`src/rtl/spi_pkg.sv`:
```
// rtl/spi_pkg.sv - shared state encoding and SPI mode constants for the SPI receive master
package spi_pkg;

    typedef enum logic [2:0] {
        ST_IDLE  = 3'd0,
        ST_LEAD  = 3'd1,
        ST_XFER  = 3'd2,
        ST_TRAIL = 3'd3,
        ST_GAP   = 3'd4
    } state_t;

    localparam logic CPOL_LOW   = 1'b0;
    localparam logic CPOL_HIGH  = 1'b1;
    localparam logic CPHA_LEAD  = 1'b0;
    localparam logic CPHA_TRAIL = 1'b1;

endpackage

```
`src/rtl/sync_2ff.sv`:
```
// rtl/sync_2ff.sv - two-flop synchronizer for a single asynchronous input bit
module sync_2ff (
    input  logic clk,
    input  logic rst_a_n,
    input  logic d,
    output logic q
);
    logic meta;

    always_ff @(posedge clk or negedge rst_a_n) begin
        if (!rst_a_n) begin
            meta <= 1'b0;
            q    <= 1'b0;
        end else begin
            meta <= d;
            q    <= meta;
        end
    end

endmodule

```
`src/rtl/spi_rx_master.sv`:
```
// rtl/spi_rx_master.sv - SPI receive-only master; define SPI_RX_AUTO_EN to add auto_run for back-to-back frames
module spi_rx_master
    import spi_pkg::*;
#(
    parameter int   DATA_W   = 16,
    parameter int   HALF_DIV = 4,
    parameter int   CS_GAP   = 2,
    parameter logic CPOL     = CPOL_HIGH,
    parameter logic CPHA     = CPHA_LEAD
) (
    input  logic              clk,
    input  logic              rst_a_n,
    input  logic              start,
`ifdef SPI_RX_AUTO_EN
    input  logic              auto_run,
`endif
    input  logic              from_device,
    output logic              sclk,
    output logic              cs_n,
    output logic [DATA_W-1:0] rx_data,
    output logic              rx_valid,
    output logic              busy
);
    localparam int EDGES  = 2 * DATA_W;
    localparam int DIV_W  = $clog2(HALF_DIV);
    localparam int EDGE_W = $clog2(EDGES + 1);
    localparam int GAP_W  = $clog2(CS_GAP + 1);
    localparam logic [DIV_W-1:0]  DIV_LAST  = DIV_W'(HALF_DIV - 1);
    localparam logic [EDGE_W-1:0] EDGE_LAST = EDGE_W'(EDGES);
    localparam logic [GAP_W-1:0]  GAP_LAST  = GAP_W'(CS_GAP - 1);

    state_t            state, next_state;
    logic [DIV_W-1:0]  div_cnt;
    logic [EDGE_W-1:0] edge_cnt;
    logic [GAP_W-1:0]  gap_cnt;
    logic [DATA_W-1:0] shift_reg;
    logic              miso_sync;
    logic              div_tick, gap_done, go_auto, active;
    logic              edge_now, sample_now, done_now, sclk_next, cs_n_next;

    sync_2ff u_sync (
        .clk     (clk),
        .rst_a_n (rst_a_n),
        .d       (from_device),
        .q       (miso_sync)
    );

`ifdef SPI_RX_AUTO_EN
    assign go_auto = auto_run;
`else
    assign go_auto = 1'b0;
`endif

    assign div_tick = (div_cnt == DIV_LAST);
    assign gap_done = (gap_cnt == GAP_LAST);

    always_ff @(posedge clk or negedge rst_a_n) begin
        if (!rst_a_n) state <= ST_IDLE;
        else          state <= next_state;
    end

    always_comb begin
        next_state = state;
        case (state)
            ST_IDLE:  if (start)    next_state = ST_LEAD;
            ST_LEAD:  if (div_tick) next_state = ST_XFER;
            ST_XFER:  if (div_tick && edge_cnt == EDGE_LAST) next_state = ST_TRAIL;
            ST_TRAIL: if (div_tick) next_state = ST_GAP;
            ST_GAP:   if (gap_done) next_state = go_auto ? ST_LEAD : ST_IDLE;
            default:  next_state = ST_IDLE;
        endcase
    end

    // Edges open each XFER half-period: the LEAD tick makes edge 0, the final XFER tick makes none.
    always_comb begin
        active   = (state == ST_LEAD) || (state == ST_XFER) || (state == ST_TRAIL);
        edge_now = 1'b0;
        if (div_tick && state == ST_LEAD)
            edge_now = 1'b1;
        else if (div_tick && state == ST_XFER && edge_cnt != EDGE_LAST)
            edge_now = 1'b1;
        sample_now = edge_now && (edge_cnt[0] == CPHA);
        done_now   = (state == ST_TRAIL) && div_tick;
        cs_n_next  = !((next_state == ST_LEAD) || (next_state == ST_XFER) ||
                       (next_state == ST_TRAIL));
        if (next_state == ST_XFER) sclk_next = edge_now ? ~sclk : sclk;
        else                       sclk_next = CPOL;
        busy = (state != ST_IDLE);
    end

    always_ff @(posedge clk or negedge rst_a_n) begin
        if (!rst_a_n) begin
            div_cnt   <= '0;
            edge_cnt  <= '0;
            gap_cnt   <= '0;
            shift_reg <= '0;
            rx_data   <= '0;
            rx_valid  <= 1'b0;
            sclk      <= CPOL;
            cs_n      <= 1'b1;
        end else begin
            div_cnt <= (active && !div_tick) ? div_cnt + 1'b1 : '0;
            if (state == ST_IDLE || state == ST_GAP) edge_cnt <= '0;
            else if (edge_now)                       edge_cnt <= edge_cnt + 1'b1;
            gap_cnt <= (state == ST_GAP) ? gap_cnt + 1'b1 : '0;
            if (sample_now) shift_reg <= {shift_reg[DATA_W-2:0], miso_sync};
            if (done_now)   rx_data   <= shift_reg;
            rx_valid <= done_now;
            sclk     <= sclk_next;
            cs_n     <= cs_n_next;
        end
    end

endmodule

```
`config.mk`:
```
export PLATFORM = sky130hd
export DESIGN_NAME = spi_rx_master
export DESIGN_NICKNAME = d
export VERILOG_FILES = /design/src/rtl/spi_pkg.sv /design/src/rtl/sync_2ff.sv /design/src/rtl/spi_rx_master.sv
export SDC_FILE = /design/constraint.sdc
export NUM_CORES = 1
export LEC_CHECK = 0
export BUFFER_PORTS_ARGS = -buffer_cell sky130_fd_sc_hd__buf_2
export CAP_MARGIN = 20
export CORE_MARGIN = 8
export CORE_UTILIZATION = 40
export DETAILED_ROUTE_END_ITERATION = 8
export SLEW_MARGIN = 20
export SYNTH_ARGS = -nofsm -noshare
export SYNTH_HDL_FRONTEND = slang
export SYNTH_SLANG_ARGS = --single-unit
```
`constraint.sdc`:
```
create_clock -name clk -period 5.6 [get_ports clk]
set_input_delay 0.28 -clock clk [delete_from_list [all_inputs] [get_ports clk]]
set_output_delay 0.28 -clock clk [all_outputs]
set_load 0.02 [all_outputs]
```
==> results.cfg <==
[status]
outcome = complete, but fails checks
violations = negative hold slack

[global_route]
first_global_vias = 1461
gr-usage-met3_pct = 3.16
antenna_found_initial = 0
track_usage_pct = 10.2
grt_pass1_wl_um = 6890
grt_max_degree = 51
use_met1_pct = 11.4
gr-total-overflow = 0
use_met2_pct = 17.9
busiest_layer = met2

[drt]
post-route-drc-count = 0
wl_per_cell_um = 15.0
ant_nets = 0
drt_iter0_drc = 87
drt-total-wl_um = 3920
vias_per_cell = 5.28
via_count = 1377
drt_pass1_iterations = 4

[clocking]
numCtsBuffers = 5
cts_tree = done
root_buffer = clkbuf_8
htree_levels = 2
clkLatencyLatePin_ns = 0.30
cts_resized = 0
clock_path_buffers = 2
clk_pin_slew_ns = 0.09
hold_buffers = 0
cts_sinks = 50
postCtsSetupBuffers = 0

[sta]
relSlewSlack_pct = 42.2
min_period_ns = 2.41
finalSetupTns_ns = 0
fmax_ghz = 0.416
period_share_pct = 43.0
fin_skew_ns = 0.0111
slew_viol_final = 0
setup_violations = 0
hold_viol = 11
holdWs_ns = -0.0102
rsz0062_at_grt = false
worst_slew_pin_slew_ns = 0.858

[critical_path]
worstPathMaxFanout = 16
rrSetupSlack_ns = 3.19
cp_slowest_cell = o2111ai_4
crit_type = flop to flop
worstPathArrival_ns = 2.60
r2r_cells = 6
path_delay_family = compound AO/OA/AOI/OAI gates
cp_slowest_stage_delay_ns = 0.62
regToRegStartpoint = edge_cnt[0]$_DFFE_PN0P_
path_cells = inv_1 -> ha_1 -> nand2_1 -> or4_4 -> o2111ai_4 -> mux2_2
reg2reg_to = shift_reg[4]$_DFFE_PN0P_
cp-start-kind = flop
end_kind = flop
cp_data_required_time_ns = 5.79
critical_path_buf_inv_count = 1

[yosys]
synth-edff-count = 0
syn-num-nets = 177
syn-cell-area_mm2 = 0.00220
synth_area_per_cell_um2 = 13.0
synth.distinct_cells = 37
syn_inst = 169
synth_seq_cells = 50
synth_warnings = 0
ys_seq_area_share_pct = 57.1
synth_top_flop_cell = dfrtp_1
postSynth.asyncResetShare_pct = 100

[pwr]
clkPwrFrac_pct = 23.9
p_sw_w = 0.000351
power_w = 0.00103
leakagePower_nw = 1.24
p_sw_share_pct = 34.0
p_seq_share_pct = 49.0
power_frac_comb_pct = 27.1
p_int_w = 0.000682
p_per_area_mw_per_mm2 = 421
max-vdd-ir-drop_uv = 256

[die]
die_h_um = 90.1
num_io_pins = 24
dieArea_mm2 = 0.00812
start_util_pct = 40.6
rows = 27
die_w_um = 90.1
core_mm2 = 0.00541

[finish]
antenna_cells = 0
fin_area_mm2 = 0.00245
syn2layout_area_growth_pct = 11.6
drive_gt1_share_pct = 36.5
num-nets-final = 197

[placed_design]
gp_congestion = 0.783
placed_cell_area_mm2 = 0.00234
portBuffers = 23
dpl.hpwl_um = 2670

[job]
maxCapViolations = 0

[worst_hold_path]
hp-class = input pin to async pin
==> how the worst max path moves through the flow <==
stage	slack (ns)	startpoint	endpoint	cells after the start
after floorplan	3.54	edge_cnt[0]$_DFFE_PN0P_	shift_reg[10]$_DFFE_PN0P_	7
after global placement	3.31	edge_cnt[0]$_DFFE_PN0P_	shift_reg[4]$_DFFE_PN0P_	6
after detailed placement	3.20	edge_cnt[0]$_DFFE_PN0P_	shift_reg[4]$_DFFE_PN0P_	6
after CTS	3.19	edge_cnt[0]$_DFFE_PN0P_	shift_reg[4]$_DFFE_PN0P_	6
after global routing	3.05	edge_cnt[0]$_DFFE_PN0P_	shift_reg[1]$_DFFE_PN0P_	6
final	3.19	edge_cnt[0]$_DFFE_PN0P_	shift_reg[4]$_DFFE_PN0P_	6
==> power by group through the flow <==
stage | logic [W] | registers, W | clock network (W)
after floorplan | 0.000236 | 0.000490 | 0
after global placement | 0.000270 | 0.000506 | 0
after detailed placement | 0.000280 | 0.000511 | 0
after CTS | 0.000282 | 0.000504 | 0.000253
after global routing | 0.000310 | 0.000516 | 0.000266
final | 0.000280 | 0.000506 | 0.000247
==> cells in the mapped netlist, types with 2 or more instances <==
cell,instances,share of area (%)
nand2_1,8,1.4
nand3_1,4,0.91
nand2b_1,2,0.57
dfrtp_1,48,55
clkbuf_1,3,0.51
nor4_1,3,0.85
o21ai_0,3,0.68
mux2_2,22,11
mux2_4,10,6.8
or3_1,2,0.57
a31oi_1,6,1.7
a21oi_1,5,1.1
dfstp_2,2,2.4
nor2_1,9,1.5
ha_1,4,2.3
a211oi_1,2,0.68
inv_1,5,0.85
buf_2,5,1.1
and3_2,2,0.68
nor3_1,6,1.4
o21a_1,2,0.68
==> through the flow <==
step / utilization [%] / setup slack (ns) / instances / hold WS (ns)
floorplan: - / 3.54 / 169 / -0.0156
global placement: 43.3 / 3.31 / 254 / 0.338
detailed placement: 43.3 / 3.20 / 254 / 0.335
CTS: 45.3 / 3.19 / 261 / 0.0880
global route: 45.4 / 3.05 / 261 / 0.0327
finish: 45.4 / 3.19 / 261 / -0.0102
==> placed cells by master, fill, tap and decap left out <==
cell and count:
a211o_1 1, a21o_1 1, buf_2 22, clkinv_4 1, nor4_1 3, nand4b_1 1
o21a_1 2, a211oi_1 2, nand3_1 4, nand2b_1 2, dfstp_2 2, inv_1 5
o2111ai_4 1, o21ai_0 3, xnor2_1 1, nor3_1 6, nor4b_1 1, bufinv_16 1
buf_4 1, dfrtp_1 48, nor2b_1 1, ha_1 4, or4_4 1, or2_2 1
and4b_1 1, nor2_1 9, nor3b_1 1, a31oi_1 6, mux2_4 10, and3_2 2
a21oi_1 5, mux2_2 22, or3_1 2, clkbuf_8 5, o31a_1 1, xor2_1 1
a41oi_1 1, nand2_1 8
==> area by class of cell <==
type | count | area [µm²]
Fill cell | 505 | 2950
Clock buffer | 5 | 68.8
Multi-Input combinational cell | 104 | 865
Timing Repair Buffer | 23 | 118
Clock inverter | 2 | 38.8
Sequential cell | 50 | 1250
Tap cell | 72 | 90.1
Inverter | 5 | 18.8
==> cells by family (layout without fill, tap and decap cells) <==
kind of cell             Yosys count  count (layout)  share of synthesized area (%)
AO/OA/AOI/OAI                     23              23                           7.63
XOR/XNOR                           2               2                          0.797
multiplexers                      32              32                           18.1
buffers and inverters             15              35                           3.59
AND/OR/NAND/NOR                   43              43                           10.5
flip-flops                        50              50                           57.1
adder cells (fa/ha/maj)            4               4                           2.28
==> routing by layer <==
layer,up-vias,part of all wire [%]
met5,-,0
met4,0,1.4
met3,10,3.9
met2,37,50
met1,693,45
li1,637,-
No activity file was read; power rests on OpenSTA's default activity.
